[src/rtl/cordic_seq_ctrl.sv]
// Sequencer for the iterative CORDIC custom instruction: range-checks the angle,
// walks the micro-rotation stage through load/iterate/drain and returns its result.
module cordic_seq_ctrl #(
    parameter int          WIDTH      = 22,
    parameter int          ITERS      = 22,
    parameter int          DRAIN_CYC  = 2,
    parameter int          MAX_ANGLE  = 1 << WIDTH,
    parameter logic [31:0] ERR_RESULT = 32'h7fc00000,
    localparam int         IW         = (ITERS > 1) ? $clog2(ITERS) : 1
) (
    input  logic             clk,
    input  logic             reset_n,
    input  logic             clk_en,
    input  logic             start,
    input  logic [WIDTH+1:0] angle_in,
    input  logic [31:0]      dp_result,
    output logic             dp_load,
    output logic             dp_en,
    output logic [IW-1:0]    dp_iter,
    output logic [WIDTH+1:0] dp_angle,
    output logic [31:0]      result,
    output logic             done,
    output logic             busy,
    output logic             range_err
);

    localparam int DW = (DRAIN_CYC > 1) ? $clog2(DRAIN_CYC) : 1;
    localparam logic [WIDTH+1:0] MAXA     = (WIDTH+2)'(MAX_ANGLE);
    localparam logic [WIDTH+1:0] MOST_NEG = {1'b1, {(WIDTH+1){1'b0}}};
    localparam logic [IW-1:0]    ITER_END = IW'(ITERS - 1);
    localparam logic [DW-1:0]    DRN_END  = DW'(DRAIN_CYC - 1);

    typedef enum logic [2:0] {S_IDLE, S_LOAD, S_ITER, S_DRAIN, S_DONE} state_t;

    state_t           state_q, state_d;
    logic [IW-1:0]    cnt_q, cnt_d;
    logic [DW-1:0]    drn_q, drn_d;
    logic [WIDTH+1:0] angle_q, angle_d;
    logic [31:0]      result_q, result_d;
    logic             rerr_q, rerr_d;

    logic [WIDTH+1:0] mag;
    logic             in_range;

    // Most negative code negates to itself; excluded explicitly rather than trusting abs.
    assign mag      = angle_in[WIDTH+1] ? -angle_in : angle_in;
    assign in_range = (angle_in != MOST_NEG) && (mag <= MAXA);

    always_comb begin
        state_d  = state_q;
        cnt_d    = cnt_q;
        drn_d    = drn_q;
        angle_d  = angle_q;
        result_d = result_q;
        rerr_d   = rerr_q;
        case (state_q)
            S_IDLE, S_DONE: begin
                if (start) begin
                    angle_d = angle_in;
                    rerr_d  = 1'b0;
                    if (in_range) begin
                        state_d = S_LOAD;
                    end else begin
                        state_d  = S_DONE;
                        result_d = ERR_RESULT;
                        rerr_d   = 1'b1;
                    end
                end else if (state_q == S_DONE) begin
                    state_d = S_IDLE;
                end
            end
            S_LOAD: begin
                cnt_d   = '0;
                state_d = S_ITER;
            end
            S_ITER: begin
                if (cnt_q == ITER_END) begin
                    if (DRAIN_CYC == 0) begin
                        state_d  = S_DONE;
                        result_d = dp_result;
                    end else begin
                        state_d = S_DRAIN;
                        drn_d   = '0;
                    end
                end else begin
                    cnt_d = cnt_q + IW'(1);
                end
            end
            S_DRAIN: begin
                if (drn_q == DRN_END) begin
                    state_d  = S_DONE;
                    result_d = dp_result;
                end else begin
                    drn_d = drn_q + DW'(1);
                end
            end
            default: state_d = S_IDLE;
        endcase
    end

    always_ff @(posedge clk or negedge reset_n) begin
        if (!reset_n) begin
            state_q  <= S_IDLE;
            cnt_q    <= '0;
            drn_q    <= '0;
            angle_q  <= '0;
            result_q <= '0;
            rerr_q   <= 1'b0;
        end else if (clk_en) begin
            state_q  <= state_d;
            cnt_q    <= cnt_d;
            drn_q    <= drn_d;
            angle_q  <= angle_d;
            result_q <= result_d;
            rerr_q   <= rerr_d;
        end
    end

    assign dp_load   = (state_q == S_LOAD);
    assign dp_en     = (state_q == S_ITER);
    assign dp_iter   = (state_q == S_ITER) ? cnt_q : '0;
    assign dp_angle  = angle_q;
    assign result    = result_q;
    assign done      = (state_q == S_DONE);
    assign busy      = (state_q == S_LOAD) || (state_q == S_ITER) || (state_q == S_DRAIN);
    assign range_err = rerr_q;

endmodule

[config.mk]
export PLATFORM = sky130hd
export DESIGN_NAME = cordic_seq_ctrl
export DESIGN_NICKNAME = d
export VERILOG_FILES = /design/src/rtl/cordic_seq_ctrl.sv
export SDC_FILE = /design/constraint.sdc
export NUM_CORES = 1
export LEC_CHECK = 0
export ABC_AREA = 1
export CAP_MARGIN = 20
export CORE_UTILIZATION = 44
export CTS_BUF_LIST = sky130_fd_sc_hd__clkbuf_2 sky130_fd_sc_hd__clkbuf_4 sky130_fd_sc_hd__clkbuf_8
export DETAILED_ROUTE_END_ITERATION = 8
export PLACE_DENSITY_LB_ADDON = 0.3
export SYNTH_ARGS = -nofsm -noshare
export SYNTH_HDL_FRONTEND = slang
export SYNTH_SLANG_ARGS = --single-unit
[constraint.sdc]
create_clock -name clk -period 2 [get_ports clk]
set_input_delay 0.2 -clock clk [delete_from_list [all_inputs] [get_ports clk]]
set_output_delay 0.2 -clock clk [all_outputs]
set_load 0.01 [all_outputs]
== Word level (Yosys, flattened, before mapping) ==
Index checks and enable logic that the tools add are counted.

* Flip-flop bits (word level): 66
* Output and inout bits: 66

* $add $sub $neg: 3
* Order comparisons: 1
* Equal/unequal tests: 12
* Multiplexer cells: 18
* Reductions and logical operators: 13

{| class="wikitable"
|+ Operators with widths
! kind !! number
|-
| two-way mux 32 bit || 3
|-
| case mux 32 bit (2 select lines) || 1
|-
| less-or-equal comparator 24 x 23 -> 1 bit, second input constant || 1
|-
| two-way mux 24 bit || 1
|-
| != test 24 bit, second input constant || 1
|-
| negation 24 bit || 1
|-
| two-way mux 3 bit || 5
|-
| case mux 3 bit (4 select lines) || 1
|-
| two-way mux 5 bit || 2
|-
| case mux 5 bit (2 select lines) || 1
|-
| AND reduction 3 bit || 3
|-
| != test 2 bit, second input constant || 4
|-
| == test 3 x 2 -> 1 bit, second input constant || 2
|-
| nonzero test 2 bit || 3
|-
| adder 5 x 1 -> 5 bit, second input constant || 1
|-
| == test 5 bit, second input constant || 1
|-
| AND reduction 5 bit || 1
|-
| AND reduction 4 bit || 1
|-
| == test 3 x 1 -> 1 bit, second input constant || 1
|-
| == test 3 bit, second input constant || 1
|-
| zero test 3 bit || 1
|-
| two-way mux 1 bit || 3
|-
| != test 3 bit, second input constant || 1
|-
| logical OR 1 bit || 2
|-
| other kinds (5) || 5
|}

== Logic depth before layout (Yosys ltp) ==
Gate-level depths: netlist (run 1).

* Depth in word-level cells: 7
* Mapped depth: 18
* Depth with buffers taken out: 17

== Worst setup path after synthesis (run 1) ==
No wires, ideal clock.

* Path kind: reg-to-reg
* From: register state_q[2]
* To: register cnt_q[4]
* Library setup time: 123 ps
* Arrival time: 1557 ps
* Required time: 1877 ps
* Path slack: 320 ps
* Stages on the path, launching flop included: 10
* Period minus slack after synthesis: 1680 ps
* Cell sequence: dfrtp_1 inv_1 nand2_1 nor2_1 or2_2 nand2_1 nor3_1 nand2_1 o21ai_0 a21oi_1

* Cells in the longest elaborated chain, start to end: 3
* Elaborated cells on any way between the ends: 6
* Classes of those cells: eq/ne: 3; mux: 1; reduce/logical: 2

{| class="wikitable"
|+ Ends and longest elaborated chain
! what !! line !! text
|-
| start: declaration || 35 || <nowiki>state_t state_q, state_d;</nowiki>
|-
| start signal: assignment || 110 || <nowiki>state_q <= state_d;</nowiki>
|-
| == test 3 x 2 -> 1 bit * || - ||
|-
| net dp_en || 18 || <nowiki>output logic dp_en,</nowiki>
|-
| != test 2 bit (no source line) / nonzero test 2 bit (equally long branches) || - ||
|-
| AND reduction 3 bit (no source line) || - ||
|-
| end signal: assignment || 111 || <nowiki>cnt_q <= cnt_d;</nowiki>
|-
| end: declaration || 36 || <nowiki>logic [IW-1:0] cnt_q, cnt_d;</nowiki>
|}

The timed path passes the listed nets; every way through them passes the cells marked *.
A chain may end at the register's enable or synchronous reset.

== Worst setup path after layout (run 1) ==
* From: register state_q[2]
* To: output dp_en

* Cells in the longest elaborated chain, start to end: 1

{| class="wikitable"
|+ Ends and longest elaborated chain
! what !! line !! text
|-
| == test 3 x 2 -> 1 bit || 120 || <nowiki>assign dp_en = (state_q == S_ITER);</nowiki>
|-
| end: declaration || 18 ||
|}

No other way between the ends.

==> impl.org, run 1 <==
** Die
- For this configuration, the core starts out at a cell density of a little under half.
- The die is between 80 and 90 um wide.
- Overall die height :: ~90 um
- The initialized floorplan defines 31 standard-cell rows.
- between 100 and 150 I/O pins were placed.
- DIE AREA :: a little over 8000 um2
- The core region is roughly 7400 um2.

** Cells and area
- Signed area change from the synthesized netlist to the final layout :: 54.92%
- In the final design database the tool counted between 600 and 700 nets.
- Of the cells placed in the final design, the portion with a size suffix greater than 1 is between 20 and 30%.
- The repair_antennas step left the layout with diodes totalling 0.
- Fill cells in the final layout number between 500 and 600.
- The finished cells cover around 5300 um2.

** Min path
- Type of the tightest min-delay check :: input port to flip-flop

** Global routing
- The initial antenna violation count came to 0.
- The number of global-route vias before repair was around 3.2k.
- Total routing usage reported by global routing :: ~22%
- Total overflow reported by the global router :: 0
- Maximum number of pins on one net before global-route repair :: between 60 and 70
- First-pass GRT wire length :: roughly 14000 um

** Critical path
- The worst register-to-register path has a setup slack of approximately 0.22 ns.
- Critical Path Source Type :: flip-flop
- The slowest stage of the critical path is the sky130_fd_sc_hd__clkdlybuf4s50_1 cell.
- Required time of the worst setup path :: ~1.8 ns
- Kind of critical path :: flip-flop to output pin
- Biggest cell delay along the critical path :: approximately 0.52 ns
- Data arrives at the worst endpoint at 1.71 ns.
- Critical path peak fanout :: 4
- Worst setup EP type :: output pin
- Cell chain of the critical path :: inv_2 -> nand2_1 -> nor2_2 -> buf_4 -> clkdlybuf4s50_1

** Power
- Dividing total power by cell area gives a power density of around 1300 nW/um2.
- Static Leak :: 2.619 nW
- The worst-case IR drop observed on VDD is between 0.7 and 0.8 mV.

** Drt
- In the routed layout, each cell is associated on average with a via count of approximately 4.8.
- Total vias in the final route :: ~3.1k
- Number of detailed-routing iterations run before antenna repair :: 4
- Detailed Route WL :: 8627 um
- For this run, design rule violations remaining after detail routing come to 0.
- The detail route stage leaves a number of antenna-violating nets equal to 0.
- Mean routed wirelength per cell :: between 10 and 15 um
- Initial drt markers :: between 90 and 100

** STA
- Final worst path period share :: around 96%
- Slew Limit Fails :: 0
- Worst slack on hold paths :: 0.1639 ns
- Setup violations remaining at the end of the flow were counted as 0.
- Slew at the pin with the worst max-slew slack :: between 0.3 and 0.4 ns
- Worst relative slew slack :: between 70% and 80%
- Final critical delay including setup and external delays :: roughly 1.9 ns
- Final Hold Fails :: 0
- Clock skew on the completed layout was measured at a little under 0.007 ns.
- Timing would allow up to roughly 520 MHz.

** CTS
- Total clock buffers created by CTS :: 9
- Clock insertion delay at the later pin of the skew report :: approximately 0.33 ns
- Maximum buffer depth of the clock tree :: 2
- Clock Sinks :: between 60 and 70
- Clock slew at the register clock pins of the worst setup and hold paths :: roughly 0.070 ns
- TritonCTS clock tree :: yes
- In this run the number of H-tree levels came out at 3.
- In this run the clock root is driven by a sky130_fd_sc_hd__clkbuf_8.

** Logic synthesis
- Number of distinct library cells after synthesis :: 25
- Sequential-to-total area share from yosys stat :: roughly 48%
- Ranking of synthesized cells by instance count :: sky130_fd_sc_hd__nand2_1, sky130_fd_sc_hd__dfrtp_1, sky130_fd_sc_hd__nand2_2
- The number of nets in the synthesized netlist is about 460.
- Proportion of synthesized flip-flops having asynchronous set or reset :: 100.0%
- For this run, the leading register cell type out of synthesis is sky130_fd_sc_hd__dfrtp_1.
- Count of mapped cells out of synthesis :: between 300 and 400
- Register bit total from synthesis :: 66
- Largest area contributor in the netlist :: sky130_fd_sc_hd__dfrtp_1
- Synthesized area per cell :: roughly 8.6 um2
- Ys Warns :: 0
- Fraction of synthesized cell area taken by the top area cell type :: 48.49%
- Most used standard cell by instance count after synthesis :: sky130_fd_sc_hd__nand2_1
- Sorting the synthesized cells by area gives the leading types as sky130_fd_sc_hd__dfrtp_1, sky130_fd_sc_hd__nand2_1, sky130_fd_sc_hd__nand2_2.
- Number of synthesized flops with an enable pin :: 0
- In this run the cell area of the synthesized design comes to 3406 um2.

** Run status
- Outcome :: completed

** Place
- Final Wtd Congestion :: 0.8700
- HPWL after detailed placement :: approximately 6000 um
- Once placement finished, the instance area stood at around 4900 um2.
- Input/output buffers :: 125

** Run
- Count of maximum capacitance violations :: 0
-- path summary, 6_finish.rpt --
kind                        startpoint     endpoint  cells past startpoint
setup / recovery            state_q[2]        dp_en                      5
hold / removal             angle_in[2]  dp_angle[2]                      2
setup reg to reg            state_q[2]    result[9]                     12
hold reg to reg              result[4]    result[4]                      2
max in group asynchronous      reset_n     cnt_q[3]                      3
min in group asynchronous      reset_n   result[21]                      3
-- registers in the layout (all words and copies together), names as in the netlist --
register / flops
state_q: 3
range_err: 1
cnt_q: 5
result: 32
drn_q: 1
dp_angle: 24
-- where the power goes --
| part | switching [W] | total, W | leakage (nW) | internal [W] |
|---|---|---|---|---|
| sequential | 0.000367 | 0.00229 | 0.827 | 0.00193 |
| combinational | 0.00149 | 0.00326 | 1.69 | 0.00177 |
| clock | 0.000483 | 0.00111 | 0.103 | 0.000627 |
| total | 0.00234 | 0.00667 | 2.62 | 0.00433 |
-- per-layer routing --
| metal | up-vias | GRT usage [%] | wire length, um |
|---|---|---|---|
| met5 | - | 0 | 0 |
| met2 | 106 | 36.73 | 4238 |
| met4 | 0 | 10.08 | 192 |
| met1 | 1455 | 25.40 | 3622 |
| met3 | 20 | 6.176 | 574 |
| li1 | 1549 | - | - |
-- cells in the final DEF, fill, tap and decap left out, drive strengths merged, types with 4 or more instances in the layout --
cell	instances
clkbuf	12
nor3	4
dlymetal6s2s	19
clkdlybuf4s50	103
buf	29
dfrtp	66
nor2	42
a21oi	6
o21ai	17
mux2	16
or2	10
nand3	28
inv	31
nand2	160
-- through the flow --
step / worst slack, ns / utilization, % / power [W] / instances / TNS (ns)
final: 0.08644 / 71.60 / 0.006667 / 655 / 0
after global routing: -0.01973 / 71.60 / 0.007108 / 655 / -0.1978
after CTS: 0.004495 / 69.35 / 0.006591 / 649 / 0
after detailed placement: -0.3258 / 66.60 / 0.005445 / 633 / -10.03
after global placement: -0.2276 / 66.60 / 0.005340 / 633 / -7.187
after floorplan: 0.3198 / - / 0.003800 / 397 / 0
-- final cells by class --
type	instances	area (um2)	area share (%)
clock buffers	12	152.6	2.893
clock inverters	3	40.04	0.7588
inverters	31	116.4	2.205
multi-input cells	290	1623	30.76
flip-flops and latches	66	1652	31.30
well taps	99	123.9	2.348
repair buffers	154	1569	29.74
-- critical path, delay by kind of cell, from the launching register on --
family	cells	cell delay, ns
flip-flops	1	0.42
AND/OR/NAND/NOR	2	0.20
buffers and inverters	3	0.76
-- cells by family after synthesis --
| logic type | after synthesis | share of synthesized area [%] |
|---|---|---|
| AO/OA/AOI/OAI | 24 | 3.674 |
| adder cells (fa/ha/maj) | 2 | 0.7346 |
| buffers and inverters | 43 | 6.282 |
| flip-flops | 66 | 48.49 |
| multiplexers | 16 | 5.290 |
| AND/OR/NAND/NOR | 246 | 35.53 |
-- repair_timing --
item | in CTS | in global routing
hold buffers | 1 | 0
hold endpoints to repair | 66 | 0
setup endpoints to repair | 5 | 39
pin swaps | 0 | 15
gates cloned | 0 | 3
buffers inserted | 0 | 3
resized for setup | 5 | 37
No activity file was read; power rests on OpenSTA's default activity.
==> run 2, diff against run 1 <==
--- a/config.mk
+++ b/config.mk
@@ -8,8 +8,8 @@
 export ABC_AREA = 1
 export CAP_MARGIN = 20
-export CORE_UTILIZATION = 44
+export CORE_UTILIZATION = 40
 export CTS_BUF_LIST = sky130_fd_sc_hd__clkbuf_2 sky130_fd_sc_hd__clkbuf_4 sky130_fd_sc_hd__clkbuf_8
 export DETAILED_ROUTE_END_ITERATION = 8
-export PLACE_DENSITY_LB_ADDON = 0.3
+export PLACE_DENSITY = 0.75
 export SYNTH_ARGS = -nofsm -noshare
 export SYNTH_HDL_FRONTEND = slang
==> constraint.sdc (replaced) <==
create_clock -name clk -period 2 [get_ports clk]
set_input_delay 0.6 -clock clk [delete_from_list [all_inputs] [get_ports clk]]
set_output_delay 0.6 -clock clk [all_outputs]
set_load 0.01 [all_outputs]
==> run 2 against run 1 <==
Against the previous run:
- largest cell class is now buffers
- cell area is 7.7% higher
- critical path depth rose by 14
- setup slack worse by 0.19 ns
- clock power is essentially flat
- die area rose by 9.8%
- non-clock buffer count is 29 higher
- combinational power increased by 10%
- clock skew grew 0.00098 ns
- the flow now finishes with violations (negative setup slack)
- maximum frequency decreased by 9.1%
- register-to-register slack got worse by 0.02 ns
- worst hold slack better by 0.12 ns
- via count is 5.5% higher
==> impl.org, run 2 (synthesis gave the netlist of run 1 again) <==
** Run status
- The flow ran to the end, but the final reports show violations.
- Failing checks :: negative setup slack

** CTS
- CTS saw 66 sinks.
- Total clock buffers created by CTS :: 9
- Maximum buffer depth of the clock tree :: 2
- Clock insertion delay at the later pin of the skew report :: between 0.3 and 0.4 ns
- The tree is rooted in a sky130_fd_sc_hd__clkbuf_8.
- Clock-pin slew was measured on the worst setup and hold paths at 0.07 ns.
- TritonCTS clock tree :: yes
- Number of H-tree levels :: 3

** STA
- Setup repair after global routing could not meet its margin everywhere.
- Final Hold Fails :: 0
- Final worst slack :: -0.1044 ns
- Setup violations, final :: 20
- Clock Skew :: about 0.0077 ns
- Highest achievable clock rate :: around 480 MHz
- The worst pin sits at a relative slew slack of 76.83%.
- Final critical delay including setup and external delays :: 2.104 ns
- Slew Limit Fails :: 0
- Hold timing on the final database bottoms out at a slack of between 0.2 and 0.3 ns.
- At the pin with the least slew margin, the transition time is between 0.3 and 0.4 ns.
- Dividing the final minimum period by the clock period gives 105.2%.

** Critical path
- Reg2reg start :: state_q[1]
- Cell with the largest stage delay on the worst path :: sky130_fd_sc_hd__nor2_2
- Destination of the critical timing path :: result[13]
- Top delay family on crit path :: simple AND/OR/NAND/NOR gates
- Walking the worst path, the cells encountered are buf_6 -> nor2_4 -> nand2_1 -> nor2_2 -> nand2_2 -> nand2_2 -> nand2_2 -> nand2_2 -> nand3_2 -> nor2_2 -> nand3_2 -> nand3_2 -> nand2_4 -> nand2_8 -> buf_12 -> buf_12 -> buf_12 -> nand2_2 -> nand2_2.
- The worst register-to-register path has a setup slack of ~0.20 ns.
- Critical path buffers and inverters :: 4
- Required time of the worst setup path :: between 2 and 2.5 ns
- The endpoint identified for the worst register-to-register timing path is result[13].
- Cell depth of the worst setup path :: 19
- At the worst endpoint, the arrival time is 2.38 ns.
- STA classifies the critical path endpoint as a flip-flop.
- Worst reg2reg path depth :: 12
- For this run, the slowest stage of the critical path takes about 0.17 ns.
- Along the worst path, the maximum fanout reaches 5.
- Critical Path Source Type :: input port
- Among the stages of the critical path, the cell type that occurs most often is sky130_fd_sc_hd__nand2_2.
- First element of the critical path :: angle_in[11]
- The worst setup path is of the input port to flip-flop kind.

** Cells and area
- The register with the most flip-flops in the layout has 32 of them.
- Once layout is done, the placed cells without fillers occupy about 5700 um2.
- Antenna Cells :: 0
- Fraction of layout cells with a size suffix above 1 :: between 40% and 50%
- Final Util :: a little under 70%
- From synthesis to final layout, the design area changed by 66.86%.
- At the end of the flow, the number of nets in the layout was about 640.
- Leaving out fill and tap cells, the most frequent cells in the layout are sky130_fd_sc_hd__clkdlybuf4s50_1, sky130_fd_sc_hd__nand2_1, sky130_fd_sc_hd__dfrtp_1.
- Leaving out fill and tap cells, the most frequent cell in the layout is sky130_fd_sc_hd__clkdlybuf4s50_1.

** Global routing
- The first global-routing pass estimated roughly 15000 um of wire.
- The number of global-route vias before repair was approximately 3.3k.
- Total overflow reported by the global router :: 0
- In the global route stage, overall resource usage came out at a little over a fifth.
- Antenna violations before repair :: 0
- Maximum number of pins on one net before global-route repair :: 67

** Place
- HPWL after detailed placement :: ~6500 um
- In this run the tool buffered the top-level ports with around 130 buffer cells.
- Final Wtd Congestion :: between 0.8 and 0.9
- In this run the cell area measured after placement is roughly 5000 um2.

** Drt
- Dividing the detail-routed via count by the number of cells gives approximately 4.8.
- In the final routed layout, each cell accounts on average for approximately 14 um.
- Total vias in the final route :: around 3.3k
- Remaining DRCs :: 0
- Initial drt markers :: 51
- Number of nets still failing antenna checks after routing :: 0
- Detailed Route WL :: roughly 9300 um
- Number of detailed-routing iterations run before antenna repair :: 5

** Die
- For this configuration, the core starts out at a cell density of between 40% and 50%.
- Boundary Pins :: 126
- Measured along the y axis, the die boundary spans between 90 and 100 um.
- Chip width :: 94.28 um
- DIE AREA :: a little under 9000 um2
- The floorplan has 33 rows.
- CORE AREA :: a little over 8000 um2

** Min path
- Type of the tightest min-delay check :: input port to asynchronous set/reset pin

** Power
- For this design the static power due to leakage is ~2.7 nW.
- IR Drop Worst-Case VDD :: 0.7013 mV
- For this design the ratio of total power to cell area is 1247 nW/um2.

** Run
- Count of maximum capacitance violations :: 0
## run 2: cell count changes in the layout (fill, tap and decap cells not counted), sizes merged, moves of 4 or more
cell	before	now
buf	29	82
dlymetal6s2s	19	0
clkdlybuf4s50	103	92
clkbuf	12	16
## run 2: worst min path at each step
stage,to,start,cells after the start
3_3_place_gp,result[3],result[3],2
4_1_cts,result[13],reset_n,2
5_1_grt,result[13],reset_n,2
3_5_place_dp,result[3],result[3],2
2_1_floorplan,cnt_q[0],reset_n,0
6_report,result[13],reset_n,2
## run 2: what timing repair did
action | in CTS | in global routing
gates resized for setup | 157 | 64
setup endpoints to repair | 44 | 40
hold buffers | 0 | 0
buffers inserted | 10 | 4
gates cloned | 3 | 0
pin swaps | 30 | 40
## run 2: final cells by class
type | instances | area (um2)
Clock inverter | 5 | 53.80
Inverter | 31 | 116.4
Fill cell | 650 | 2534
Sequential cell | 66 | 1652
Clock buffer | 11 | 145.1
Timing Repair Buffer | 183 | 1804
Tap cell | 105 | 131.4
Multi-Input combinational cell | 288 | 1780
## run 2: worst reg2reg max path, cell delays in order, from the launching register on
cell and delay [ns]:
sky130_fd_sc_hd__dfrtp_1 0.44, sky130_fd_sc_hd__nand2_1 0.12, sky130_fd_sc_hd__nor2_1 0.07, sky130_fd_sc_hd__a21oi_1 0.17, sky130_fd_sc_hd__inv_1 0.06, sky130_fd_sc_hd__nor2_1 0.12, sky130_fd_sc_hd__buf_4 0.17, sky130_fd_sc_hd__nand2_8 0.06
sky130_fd_sc_hd__buf_12 0.14, sky130_fd_sc_hd__buf_12 0.13, sky130_fd_sc_hd__buf_12 0.13, sky130_fd_sc_hd__nand2_2 0.06, sky130_fd_sc_hd__nand2_2 0.04
## run 2: routing by layer
metal	up-vias	routed length [um]	GRT usage, %
met1	1561	3784	24.56
met3	13	716	5.421
met5	-	0	0
met2	119	4674	38.35
li1	1609	-	-
met4	0	136	7.308
## run 2: through the flow
stage | worst slack, ns | instances | setup TNS, ns | total power (W)
after CTS | -0.05614 | 688 | -0.9394 | 0.007039
after global routing | -0.2281 | 689 | -4.982 | 0.007559
final | -0.1044 | 689 | -1.185 | 0.007085
after global placement | -0.5996 | 659 | -20.85 | 0.005536
after floorplan | 0.002527 | 397 | 0 | 0.003803
after detailed placement | -0.6621 | 659 | -22.98 | 0.005627
## run 2: power by group
group          total [W]  internal [W]  switching, W
combinational    0.00360       0.00205       0.00155
sequential       0.00236       0.00193      0.000429
clock            0.00113      0.000620      0.000511
total            0.00709       0.00460       0.00249
==> run 3, diff against run 2 <==
- GPL_TIMING_DRIVEN: not set -> 0
==> run 3 against run 2 <==
Against the previous run:
- the flow still finishes with violations (negative setup slack)
- combinational power decreased by 2%
- non-clock buffer count decreased by 28
- critical path depth decreased by 2
- maximum frequency increased by 4.1%
- critical path type unchanged
- critical endpoint is now result[19]
==> impl.org, run 3 (synthesis gave the netlist of run 1 again) <==
** STA
- Unrepaired setup endpoints after global routing :: yes
- Final Hold Fails :: 0
- Final worst slack :: -0.02063 ns
- Setup violations remaining at the end of the flow were counted as 12.
- Slew at the pin with the worst max-slew slack :: ~0.85 ns
- Worst relative slew slack :: between 40% and 50%
- Final total negative setup slack :: -0.1421 ns
- For this run, the top clock speed supported by timing is 494.9 MHz.
- In the finished design, the share of the clock period the worst path needs comes to 101.0%.
- After layout, the minimum clock period comes to slightly above 2 ns.
- The count of final max-slew check failures came to 0.
- Clock Skew :: ~0.0060 ns

** Drt
- For this block, the routed nets add up to 9377 um of wire.
- Mean routed wirelength per cell :: between 10 and 15 um
- After detailed routing, the number of vias per cell comes to 4.818.
- The first detailed-routing pass took 4 iterations.
- The detailed router placed 3185 vias in this run.
- The count of nets left with antenna violations once routing finished came out at 0.
- The first routing iteration left 62 violations.
- Remaining DRCs :: 0

** CTS
- CTS saw between 60 and 70 sinks.
- Cts-stage hold buffer count :: 0
- Number of H-tree levels :: 3
- Total clock buffers created by CTS :: 9
- TritonCTS built the clock tree.
- No sink is reached through more buffers than the 2 on the longest clock path.
- Clock insertion delay at the later pin of the skew report :: approximately 0.34 ns
- Clock slew at the register clock pins of the worst setup and hold paths :: 0.07 ns
- CTS root buf :: sky130_fd_sc_hd__clkbuf_8

** Die
- The floorplan step set the die height to approximately 94 um.
- Measured along the x axis, the die boundary spans 94.28 um.
- The die covers between 8000 and 9000 um2.
- In this run the core area contains 33 standard-cell rows.
- The region available for standard cell placement spans just over 8000 um2.
- Once the floorplan was initialized, standard cells occupied around two fifths of the core.
- Boundary Pins :: about 130

** Critical path
- Data arrives at the worst endpoint at around 2.3 ns.
- The worst setup path is launched from an input port.
- Critical path peak fanout :: 6
- At the worst endpoint, the required time is ~2.2 ns.
- Worst reg2reg path depth :: 10
- Worst setup EP type :: flip-flop
- By startpoint and endpoint, the worst setup path is classified as input port to flip-flop.

** Cells and area
- Antenna Cells :: 0
- Final Instance Area :: approximately 5500 um2
- Cells with a size suffix above 1 make up between 30% and 40% of the layout.
- In the layout the commonest cells are sky130_fd_sc_hd__clkdlybuf4s50_1, sky130_fd_sc_hd__nand2_1, sky130_fd_sc_hd__dfrtp_1.
- Signed area change from the synthesized netlist to the final layout :: 60.29%
- After the last flow step, the layout net total stands at about 610.
- Leading cell type in the layout, fill and taps excluded :: sky130_fd_sc_hd__clkdlybuf4s50_1
- Max FFs per register :: 32
- Final standard cell count with taps included and fillers excluded :: around 660

** Place
- HPWL after detailed placement :: ~6000 um
- Input and output buffers added on the ports amount to roughly 120.
- Total cell area at the placement stage :: between 4000 and 5000 um2
- Worst-case setup slack after placement :: -0.7446 ns
- Cell count after placement :: around 630
- At the end of routability-driven placement, the weighted congestion stood at 0.8167.

** Run status
- Failing checks :: negative setup slack
- The flow ran to the end, but the final reports show violations.

** Global routing
- Antenna violations before repair :: 0
- The number of global-route vias before repair came to 3297.
- For this run, the total global-route usage over all layers was measured as approximately a fifth.
- For this run the aggregate overflow at the end of global routing stands at 0.
- Maximum number of pins on one net before global-route repair :: 67
- The first global-routing pass estimated between 10000 and 15000 um of wire.

** Min path
- Type of the tightest min-delay check :: input port to asynchronous set/reset pin

** Power
- The worst-case IR drop observed on VDD is about 0.54 mV.
- Power per cell area :: approximately 1300 nW/um2
- In this run the static leakage power is around 2.5 nW.

** Run
- The tool flagged a number of max-cap violations equal to 0.
-- run 3: cell count changes in the layout (fill, tap and decap cells not counted), sizes merged --
| cell | before | now |
|---|---|---|
| dlygate4sd2 | 1 | 3 |
| buf | 82 | 45 |
| clkbuf | 16 | 24 |
| bufbuf | 1 | 0 |
| clkinvlp | 0 | 1 |
| bufinv | 1 | 0 |
-- run 3: what timing repair did --
| item | CTS | global route |
|---|---|---|
| endpoints found under the hold margin | 0 | 0 |
| gates cloned | 1 | 2 |
| resized for setup | 137 | 102 |
| buffers inserted | 16 | 3 |
| pin swaps | 34 | 29 |
| endpoints found under the setup margin | 54 | 46 |
-- run 3: worst paths after layout --
check | slack (ns) | start | end
setup reg to reg | 0.19 | state_q[1] | cnt_q[4]
max in group asynchronous | 1.02 | reset_n | state_q[0]
min in group clk | 0.49 | result[23] | result[23]
hold reg to reg | 0.49 | result[23] | result[23]
setup / recovery | -0.02 | angle_in[16] | result[19]
hold / removal | 0.34 | reset_n | result[13]
-- run 3: layout make-up --
| type | instances | area (um2) |
|---|---|---|
| tap | 105 | 131.4 |
| sequential | 66 | 1654 |
| timing repair buffer | 146 | 1424 |
| buffer | 9 | 50.05 |
| fill | 655 | 2758 |
| clock inverter | 5 | 31.28 |
| clock buffer | 11 | 138.9 |
| multi-input combinational | 288 | 1913 |
| inverter | 31 | 116.4 |
-- run 3: worst max-delay path, stage by stage --
cell	delay (ns)
sky130_fd_sc_hd__clkdlybuf4s15_2	0.21
sky130_fd_sc_hd__nor2_2	0.13
sky130_fd_sc_hd__and2_4	0.19
sky130_fd_sc_hd__nand3_1	0.09
sky130_fd_sc_hd__nand2_1	0.10
sky130_fd_sc_hd__nand2_1	0.05
sky130_fd_sc_hd__nand2_1	0.05
sky130_fd_sc_hd__nand2_1	0.05
sky130_fd_sc_hd__inv_2	0.06
sky130_fd_sc_hd__nor2_2	0.04
sky130_fd_sc_hd__nand3_2	0.08
sky130_fd_sc_hd__nand3_2	0.09
sky130_fd_sc_hd__nand2_4	0.12
sky130_fd_sc_hd__nand2_8	0.11
sky130_fd_sc_hd__clkbuf_16	0.19
sky130_fd_sc_hd__nand2_4	0.06
sky130_fd_sc_hd__nand2_2	0.04
-- run 3: power breakdown --
part / leakage (nW) / switching, W / internal [W]
Clock: 0.0899 / 0.000517 / 0.000473
Combinational: 1.63 / 0.00158 / 0.00194
Sequential: 0.824 / 0.000487 / 0.00193
Total: 2.54 / 0.00258 / 0.00434
-- run 3: routing by layer --
metal	track usage, %	vias to the layer above	share of wire (%)
li1	-	1556	-
met1	23.76	1497	41
met2	35.81	111	50
met3	5.825	21	7.6
met4	9.615	0	2.2
met5	0	-	0
-- run 3: through the flow --
stage	power, W	hold WS, ns	utilization, %
after CTS	0.006585	0.3863	62.77
after global placement	0.005320	0.4538	58.28
after global routing	0.007374	0.4427	66.44
final	0.006929	0.3429	66.44
after detailed placement	0.005403	0.4703	58.25
after floorplan	0.003803	0.3044	-
